**config.mk**
```make
export PLATFORM = sky130hd
export DESIGN_NAME = clause_cell_n
export DESIGN_NICKNAME = d
export VERILOG_FILES = /design/src/rtl/sat_pkg.sv /design/src/rtl/clause_lit_slot.sv /design/src/rtl/clause_cell_n.sv
export SDC_FILE = /design/constraint.sdc
export NUM_CORES = 1
export LEC_CHECK = 0
export CORE_MARGIN = 2
export CORE_UTILIZATION = 49
export DETAILED_ROUTE_END_ITERATION = 16
export PLACE_DENSITY = 0.75
export SYNTH_ARGS = -nofsm -noshare
export SYNTH_HDL_FRONTEND = slang
export SYNTH_SLANG_ARGS = --single-unit
```
**constraint.sdc**
```tcl
create_clock -name clk -period 3 [get_ports clk]
set_clock_uncertainty 0.1 [all_clocks]
set_input_delay 0.6 -clock clk [delete_from_list [all_inputs] [get_ports clk]]
set_output_delay 0.6 -clock clk [all_outputs]
set_load 0.005 [all_outputs]
```
**src/rtl/sat_pkg.sv**
```systemverilog
// Shared encodings for the clause array: base-cell value codes and the
// clause status state machine encoding.
package sat_pkg;

  localparam logic [1:0] VAL_FREE = 2'b00;
  localparam logic [1:0] VAL_CONF = 2'b11;

  typedef enum logic [2:0] {
    ST_IDLE     = 3'd0,
    ST_OPEN     = 3'd1,
    ST_UNIT     = 3'd2,
    ST_SAT      = 3'd3,
    ST_CONFLICT = 3'd4
  } clause_state_t;

  // Saturating increment of the 2-bit free count: 00 -> 01 -> 11 -> 11.
  function automatic logic [1:0] sat_inc(input logic [1:0] cnt);
    return (cnt == 2'b00) ? 2'b01 : 2'b11;
  endfunction

endpackage

```
**src/rtl/clause_lit_slot.sv**
```systemverilog
// One literal slot of a clause cell: stored literal, implied flag and the
// decision level at which this cell implied the slot's variable.
module clause_lit_slot
  import sat_pkg::*;
#(
  parameter int LVL_W = 8
) (
  input  logic             clk,
  input  logic             rst,
  input  logic             wr,
  input  logic [1:0]       lit_wr,
  input  logic             bkt,
  input  logic [LVL_W-1:0] bkt_lvl,
  input  logic [LVL_W-1:0] cur_lvl,
  input  logic [1:0]       val,
  input  logic             imp_act,
  input  logic             cc_act,
  output logic [1:0]       lit,
  output logic             part,
  output logic             free,
  output logic             sat,
  output logic             conf_own,
  output logic [2:0]       drv
);

  logic [1:0]       lit_q;
  logic             imp_q;
  logic [LVL_W-1:0] lvl_q;
  logic             cap;
  logic             imp_keep;

  assign lit  = lit_q;
  assign part = (lit_q != 2'b00);
  assign free = (val == VAL_FREE);
  assign sat  = part && (val == lit_q);

  // imp_act is only raised when the clause has exactly one free slot, so at
  // most one slot captures in any cycle.
  assign cap = imp_act && part && free;

  // The flag as it will stand after this cycle's backtrack, so a backtrack
  // cycle re-evaluates the clause with the undone implication already gone.
  assign imp_keep = imp_q && !(bkt && (lvl_q > bkt_lvl));
  assign conf_own = imp_keep && part && ((val == VAL_CONF) || (val == ~lit_q));

  // Implication wins over conflict marking; non-participating slots stay quiet.
  always_comb begin
    drv = 3'b000;
    if (cap)
      drv = {lit_q, 1'b1};
    else if (cc_act && part)
      drv = {VAL_CONF, 1'b0};
  end

  // Literal store, implied flag and level: load > backtrack > capture.
  always_ff @(posedge clk or negedge rst) begin
    if (!rst) begin
      lit_q <= 2'b00;
      imp_q <= 1'b0;
      lvl_q <= '0;
    end else if (wr) begin
      lit_q <= lit_wr;
      imp_q <= 1'b0;
      lvl_q <= '0;
    end else if (bkt) begin
      if (imp_q && (lvl_q > bkt_lvl))
        imp_q <= 1'b0;
    end else if (cap) begin
      imp_q <= 1'b1;
      lvl_q <= cur_lvl;
    end
  end

endmodule

```
**src/rtl/clause_cell_n.sv**
```systemverilog
// Clause cell: NUM_LIT literal slots, free-literal count, registered
// SAT/UNIT/CONFLICT status and implication / conflict-mark drive.
// Build option CLAUSE_CONFLICT_LATCH_EN: when defined, CONFLICT holds until
// a literal load or a backtrack; otherwise it is re-evaluated every cycle.
module clause_cell_n
  import sat_pkg::*;
#(
  parameter int NUM_LIT = 8,
  parameter int LVL_W   = 8
) (
  input  logic                 clk,
  input  logic                 rst,
  input  logic [3*NUM_LIT-1:0] var_value_i,
  output logic [3*NUM_LIT-1:0] var_value_o,
  input  logic                 wr_i,
  input  logic [2*NUM_LIT-1:0] lit_i,
  output logic [2*NUM_LIT-1:0] lit_o,
  input  logic [LVL_W-1:0]     cur_lvl_i,
  input  logic                 bkt_i,
  input  logic [LVL_W-1:0]     bkt_lvl_i,
  input  logic                 imp_drv_i,
  input  logic                 cclause_drv_i,
  output logic [1:0]           freelitcnt_o,
  output logic                 clausesat_o,
  output logic                 unit_o,
  output logic                 cclause_o
);

  clause_state_t state_q;
  clause_state_t state_nxt;
  clause_state_t state_eval;

  logic [NUM_LIT-1:0] part;
  logic [NUM_LIT-1:0] free;
  logic [NUM_LIT-1:0] sat;
  logic [NUM_LIT-1:0] conf_own;
  logic [NUM_LIT-1:0] imp_in;
  logic               imp_act;
  logic               cc_act;
  logic               unused_imp_in;

  // The incoming imp bits belong to other clauses' bookkeeping, not ours.
  assign unused_imp_in = ^imp_in;

  // Load and backtrack cycles suppress the drive so nothing is left
  // implied without a matching flag.
  assign imp_act = (state_q == ST_UNIT) && imp_drv_i && (freelitcnt_o == 2'b01)
                   && !wr_i && !bkt_i;
  assign cc_act  = cclause_drv_i && !imp_act;

  for (genvar i = 0; i < NUM_LIT; i++) begin : g_slot
    assign imp_in[i] = var_value_i[3*i];

    clause_lit_slot #(.LVL_W(LVL_W)) u_slot (
      .clk      (clk),
      .rst      (rst),
      .wr       (wr_i),
      .lit_wr   (lit_i[2*i +: 2]),
      .bkt      (bkt_i),
      .bkt_lvl  (bkt_lvl_i),
      .cur_lvl  (cur_lvl_i),
      .val      (var_value_i[3*i+1 +: 2]),
      .imp_act  (imp_act),
      .cc_act   (cc_act),
      .lit      (lit_o[2*i +: 2]),
      .part     (part[i]),
      .free     (free[i]),
      .sat      (sat[i]),
      .conf_own (conf_own[i]),
      .drv      (var_value_o[3*i +: 3])
    );
  end

  // Saturating count of participating free slots.
  always_comb begin
    freelitcnt_o = 2'b00;
    for (int i = 0; i < NUM_LIT; i++)
      if (part[i] && free[i])
        freelitcnt_o = sat_inc(freelitcnt_o);
  end

  // Clause status from the current slot values, then load/latch overrides.
  always_comb begin
    state_eval = ST_OPEN;
    if (part == '0)
      state_eval = ST_IDLE;
    else if (sat != '0)
      state_eval = ST_SAT;
    else if ((freelitcnt_o == 2'b00) && (conf_own != '0))
      state_eval = ST_CONFLICT;
    else if (freelitcnt_o == 2'b01)
      state_eval = ST_UNIT;

    state_nxt = state_eval;
    if (wr_i)
      state_nxt = ST_IDLE;
`ifdef CLAUSE_CONFLICT_LATCH_EN
    else if ((state_q == ST_CONFLICT) && !bkt_i)
      state_nxt = ST_CONFLICT;
`endif
  end

  // State register with registered status flags.
  always_ff @(posedge clk or negedge rst) begin
    if (!rst) begin
      state_q     <= ST_IDLE;
      clausesat_o <= 1'b0;
      unit_o      <= 1'b0;
      cclause_o   <= 1'b0;
    end else begin
      state_q     <= state_nxt;
      clausesat_o <= (state_nxt == ST_SAT);
      unit_o      <= (state_nxt == ST_UNIT);
      cclause_o   <= (state_nxt == ST_CONFLICT);
    end
  end

endmodule

```
==> flow_summary.json, run 1 <==
{
  "status": "finished with violations",
  "violations": "setup timing",
  "crit_path_top_delay_cell": "clkdlybuf4s50_1",
  "die_h_um": 120,
  "ys_warn_count": 0,
  "required_ns": 2.30,
  "top_usage_layer": "met2",
  "rrSetupSlack_ns": 0.12,
  "pre_cts_ws_ns": -0.980,
  "ys_seq_area_share_pct": 35.7,
  "async_reset_ff_share_pct": 100,
  "min_period_over_period_pct": 118,
  "grtUsageMet3_pct": 5.70,
  "slowest_delay_ns": 0.50,
  "cts_sinks": 94,
  "antenna_left": 0,
  "cts_root_buf": "clkbuf_16",
  "drc": 0,
  "initial_utilization_pct": 50.0,
  "viasPerCell": 5.98,
  "rsz0062_at_grt": "yes",
  "die_area_um2": 14400,
  "p_leak_nw": 4.41,
  "synth.distinct_cells": 65,
  "synth_top_area_cell": "dfrtp_1",
  "fmax_mhz": 282,
  "fin_util_pct": 71.8,
  "grt_util_met1_pct": 37.2,
  "finalSetupViolations": 24,
  "slew_headroom_pct": 31.1,
  "cts_tree": "done",
  "overflow": 0,
  "antennaDiodeCount": 0,
  "synth.net_count": 849,
  "netlist_instances": 723,
  "path_max_fanout": 10,
  "dp_hpwl_mm": 15.7,
  "routed_wl_mm": 22.2,
  "nets": 1045,
  "grt_max_degree": 93,
  "synth_area_leaders": "dfrtp_1, ha_1, mux2i_1",
  "finalHoldViolCount": 0,
  "core-area_um2": 13200,
  "num_vias": 6569,
  "crit_type": "in -> out",
  "worstMarginPinSlew_ns": 1.03,
  "vdd_drop_max_uv": 433,
  "die_w_um": 120,
  "crit_path_start_kind": "primary input",
  "synth_edf_count": 0,
  "grt_first_pass_wirelength_mm": 34.4,
  "finalCriticalPeriod_ns": 3.55,
  "finalWorstSetupSlack_ns": -0.552,
  "io_buffers": 98,
  "worstSkewPairLatency_ns": 0.35,
  "synth_top_area_share_pct": 35.7,
  "drv_slew": 0,
  "cap_violations": 0,
  "arrival_ns": 2.85,
  "dr.pass1.iters": 5,
  "drt_iter0_drc": 580,
  "numCtsBuffers": 9,
  "num_io_pins": 107,
  "hold_path.class": "in -> async",
  "path_clk_slew_ns": 0.06,
  "antenna_found_initial": 0,
  "cts_htree_levels": 3,
  "grtUsageMet2_pct": 52.0,
  "rows": 42,
  "grt_pass1_vias": 6771,
  "drive_above_1_share_pct": 32.1,
  "p_per_area_nw_per_um2": 393,
  "crit_chain": "clkdlybuf4s50_1 -> nor2_2 -> a22oi_2 -> buf_4 -> a32oi_4 -> a21o_4 -> o21ba_4 -> a21boi_4 -> buf_12 -> a211o_1 -> buf_2",
  "synth_common_cells": "dfrtp_1, nor2_1, nand2_1, ha_1, a21oi_1",
  "clockBufferDepth": 2,
  "gp_congestion": 0.947,
  "avgSynthCellArea_um2": 9.12,
  "grtUsageTotal_pct": 30.4,
  "cp-end-kind": "output pin",
  "area_growth_syn_to_layout_pct": 43.6,
  "wl_per_cell_um": 20.2,
  "ys_ff_latch": 94,
  "synth_ff_type": "dfrtp_1",
  "synth.most_common_cell": "dfrtp_1",
  "syn_area_um2": 6590
}
cell usage in the layout (no fill, tap or decap), drive strengths merged, types with 5 or more instances in the layout:
| master | instances |
|---|---|
| a211o | 13 |
| o21a | 6 |
| nor4b | 6 |
| ha | 64 |
| mux2 | 19 |
| nor2 | 75 |
| xnor2 | 9 |
| clkbuf | 13 |
| nand2 | 69 |
| a31oi | 5 |
| o211ai | 6 |
| mux2i | 41 |
| a21oi | 56 |
| nor3 | 11 |
| clkdlybuf4s50 | 60 |
| nand3 | 12 |
| nand4 | 25 |
| buf | 168 |
| o21ai | 30 |
| a211oi | 6 |
| nor2b | 5 |
| dfrtp | 94 |
| nand2b | 5 |
| a21o | 6 |
| o31ai | 8 |
| dlygate4sd2 | 9 |
| inv | 24 |
| or2 | 6 |
| and2 | 11 |
per-layer routing:
| layer | vias up | part of all wire, % |
|---|---|---|
| met1 | 3189 | 42 |
| met5 | - | 0 |
| met4 | 0 | 3.8 |
| met3 | 65 | 6.2 |
| met2 | 309 | 48 |
| li1 | 3006 | - |
kinds of logic (layout without fill, tap and decap cells):
family	after synthesis	count (layout)	share of synthesized area (%)
flops	94	94	35.7
fa+ha+maj	64	64	12.1
compound gates	170	170	17.4
simple gates	247	247	18.4
mux	60	60	9.47
xor+xnor	9	9	1.20
buf+inv	79	279	5.69
repair_timing:
action | CTS | global route
gates cloned | 1 | 0
hold buffers | 0 | 0
pin swaps | 37 | 27
resized for setup | 177 | 54
hold endpoints to repair | 0 | 0
endpoints found under the setup margin | 29 | 56
setup buffers | 14 | 6
flip-flops by register name (all words and copies together), names as in the netlist:
signal and count:
g_slot.u_slot.imp_q 8, cclause_o 1, g_slot.u_slot.lit 16, unit_o 1, g_slot.u_slot.lvl_q 64, clausesat_o 1, state_q 3
path summary, 6_finish.rpt:
| path | start | end | depth (start not counted) |
|---|---|---|---|
| setup / recovery | var_value_i[2] | var_value_o[17] | 11 |
| hold / removal | rst | g_slot[0].u_slot.lit[1] | 1 |
| setup reg to reg | g_slot[4].u_slot.lit[0] | g_slot[2].u_slot.imp_q | 13 |
| hold reg to reg | g_slot[2].u_slot.imp_q | g_slot[2].u_slot.imp_q | 1 |
| max in group asynchronous | rst | g_slot[7].u_slot.lvl_q[3] | 2 |
| min in group clk | g_slot[2].u_slot.imp_q | g_slot[2].u_slot.imp_q | 1 |
cell type report:
cell class	instances	area, um2
Timing Repair Buffer	240	2040
Multi-Input combinational cell	550	4430
Clock inverter	4	95.1
Tap cell	176	220
Fill cell	972	3730
Clock buffer	11	243
Inverter	24	90.1
Sequential cell	94	2350
report_power, final:
group | total, mW | internal, mW | switching, mW
Sequential | 1.32 | 1.30 | 0.0184
Clock | 1.33 | 0.832 | 0.500
Combinational | 1.07 | 0.530 | 0.542
Total | 3.72 | 2.66 | 1.06
stage by stage:
step                      cell area (um2)  total power [mW]  hold WS, ns  TNS (ns)  instances
after floorplan                      6640              1.74        0.204    -0.925        723
after global placement               8520              2.20        0.357    -29.01       1066
after detailed placement             8520              2.22        0.380    -32.30       1066
after CTS                            9180              3.67       0.0641    -10.18       1095
after global routing                 9460              3.85       0.0696    -12.92       1099
final                                9460              3.72       0.0583    -10.77       1099
critical path, delay by kind of cell:
kind,cells,cell delay (ns)
AO/OA/AOI/OAI,6,1.23
buffers and inverters,4,0.96
AND/OR/NAND/NOR,1,0.07
Note: power is estimated with default switching activity, not from simulation.
==> run 2, diff against run 1 <==
PLACE_DENSITY = default   (was 0.75)
PLACE_DENSITY_LB_ADDON = 0.25   (was default)
==> flow_summary.json, run 2 (synthesized netlist as in run 1, its figures left out) <==
{
  "status": "finished with violations",
  "violations": "setup timing",
  "rsz0062_at_grt": "yes",
  "layoutNonFillerInstCount": 1108,
  "drive_above_1_share_pct": 31.7,
  "die_h_um": 120,
  "die_area_um2": 14400,
  "initial_utilization_pct": 50.0,
  "worst_hold_slack_ns": 0.152,
  "p_per_area_nw_per_um2": 371,
  "regMostFlops": "g_slot.u_slot.lvl_q",
  "grt_pass1_vias": 6625,
  "worstSkewPairLatency_ns": 0.35,
  "wl_met3_mm": 1.32,
  "crit_top_cell": "buf_12",
  "antenna_left": 0,
  "finalHoldViolCount": 0,
  "cts_htree_levels": 3,
  "layout_common_cells": "buf_4, dfrtp_1, nand2_1",
  "antennaDiodeCount": 0,
  "wl_met2_mm": 10.6,
  "core-area_um2": 13200,
  "cp-end-kind": "output pin",
  "io_buffers": 98,
  "top_layer": "met4",
  "antenna_found_initial": 0,
  "largest_reg_flops": 64,
  "drt-met1-wl_mm": 9.14,
  "cts_sinks": 94,
  "num_vias": 6495,
  "overflow": 0,
  "dp_hpwl_mm": 15.5,
  "routed_wl_mm": 21.8,
  "fmax_mhz": 278,
  "slowest_delay_ns": 0.51,
  "path_clk_slew_ns": 0.06,
  "finalCriticalPeriod_ns": 3.60,
  "arrival_ns": 2.90,
  "vdd_drop_max_uv": 284,
  "crit_path_start_kind": "primary input",
  "path_max_fanout": 4,
  "clockBufferDepth": 2,
  "grtUsageTotal_pct": 31.1,
  "dp.cells": 1064,
  "numCtsBuffers": 9,
  "rows": 42,
  "finalPower_mw": 3.50,
  "nets": 1053,
  "gp_congestion": 1.02,
  "drc": 0,
  "cts_tree": "done",
  "wl_per_cell_um": 19.7,
  "min_period_over_period_pct": 120,
  "crit_path_top_delay_cell": "clkdlybuf4s50_1",
  "grt_first_pass_wirelength_mm": 34.7,
  "worstMarginPinSlew_ns": 1.03,
  "crit_type": "in -> out",
  "slew_headroom_pct": 31.4,
  "cts_root_buf": "clkbuf_16",
  "finalWorstSetupSlack_ns": -0.599,
  "drv_slew": 0,
  "cp_num_buf_inv": 4,
  "holdBufCountCts": 0,
  "dr.pass1.iters": 6,
  "cap_violations": 0,
  "layout_commonest_cell": "buf_4",
  "grt_max_degree": 93,
  "die_w_um": 120,
  "num_io_pins": 107,
  "hold_path.class": "in -> async",
  "viasPerCell": 5.86,
  "required_ns": 2.30,
  "cpLargestDelayFamily": "compound AO/OA/AOI/OAI gates",
  "finalSetupViolations": 26,
  "p_leak_nw": 4.43,
  "tns_ns": -11.22,
  "drt_iter0_drc": 633,
  "crit_chain": "clkdlybuf4s50_1 -> nor2_1 -> o21ai_1 -> xnor2_2 -> a21o_4 -> o21ba_4 -> buf_12 -> buf_12 -> a21oi_4 -> a211o_1 -> buf_2",
  "area_growth_syn_to_layout_pct": 43.2
}
-- run 2: area by class of cell --
class,count,area [um2]
multi-input combinational,550,4330
fill,1011,3750
sequential,94,2350
timing repair buffer,248,2140
clock buffer,14,274
tap,176,220
inverter,24,106
clock inverter,2,15.0
-- run 2: layer usage --
metal	track usage, %	up-vias
met2	51.5	259
met5	0	-
li1	-	3023
met3	4.90	54
met4	16.5	0
met1	38.8	3159
-- run 2: where the power goes --
part	switching (mW)	internal, mW
Clock	0.481	0.631
Combinational	0.533	0.540
Sequential	0.0197	1.30
-- run 2: timing repair --
| item | CTS | global route |
|---|---|---|
| setup endpoints to repair | 29 | 41 |
| buffers inserted | 23 | 10 |
| pin swaps | 39 | 25 |
| resized for setup | 191 | 43 |
| cloned | 2 | 0 |
-- run 2: final timing paths --
| kind | startpoint | to | slack, ns | depth (start not counted) |
|---|---|---|---|---|
| min in group clk | g_slot[2].u_slot.imp_q | g_slot[2].u_slot.imp_q | 0.40 | 1 |
| worst max-delay path | var_value_i[19] | var_value_o[17] | -0.60 | 11 |
| worst min-delay path | rst | g_slot[0].u_slot.lit[1] | 0.15 | 1 |
| worst max register to register | g_slot[4].u_slot.lit[0] | g_slot[3].u_slot.lvl_q[7] | 0.07 | 11 |
| max in group asynchronous | rst | state_q[2] | 1.93 | 2 |
| worst min register to register | g_slot[2].u_slot.imp_q | g_slot[2].u_slot.imp_q | 0.40 | 1 |
-- run 2: metrics by stage --
step | instance area, um2 | worst slack, ns | util (%)
2_1_floorplan | 6640 | -0.0672 | -
3_3_place_gp | 8490 | -0.994 | 64.4
3_5_place_dp | 8490 | -1.06 | 64.4
4_1_cts | 9210 | -0.574 | 69.9
5_1_grt | 9440 | -0.635 | 71.6
6_report | 9440 | -0.599 | 71.6
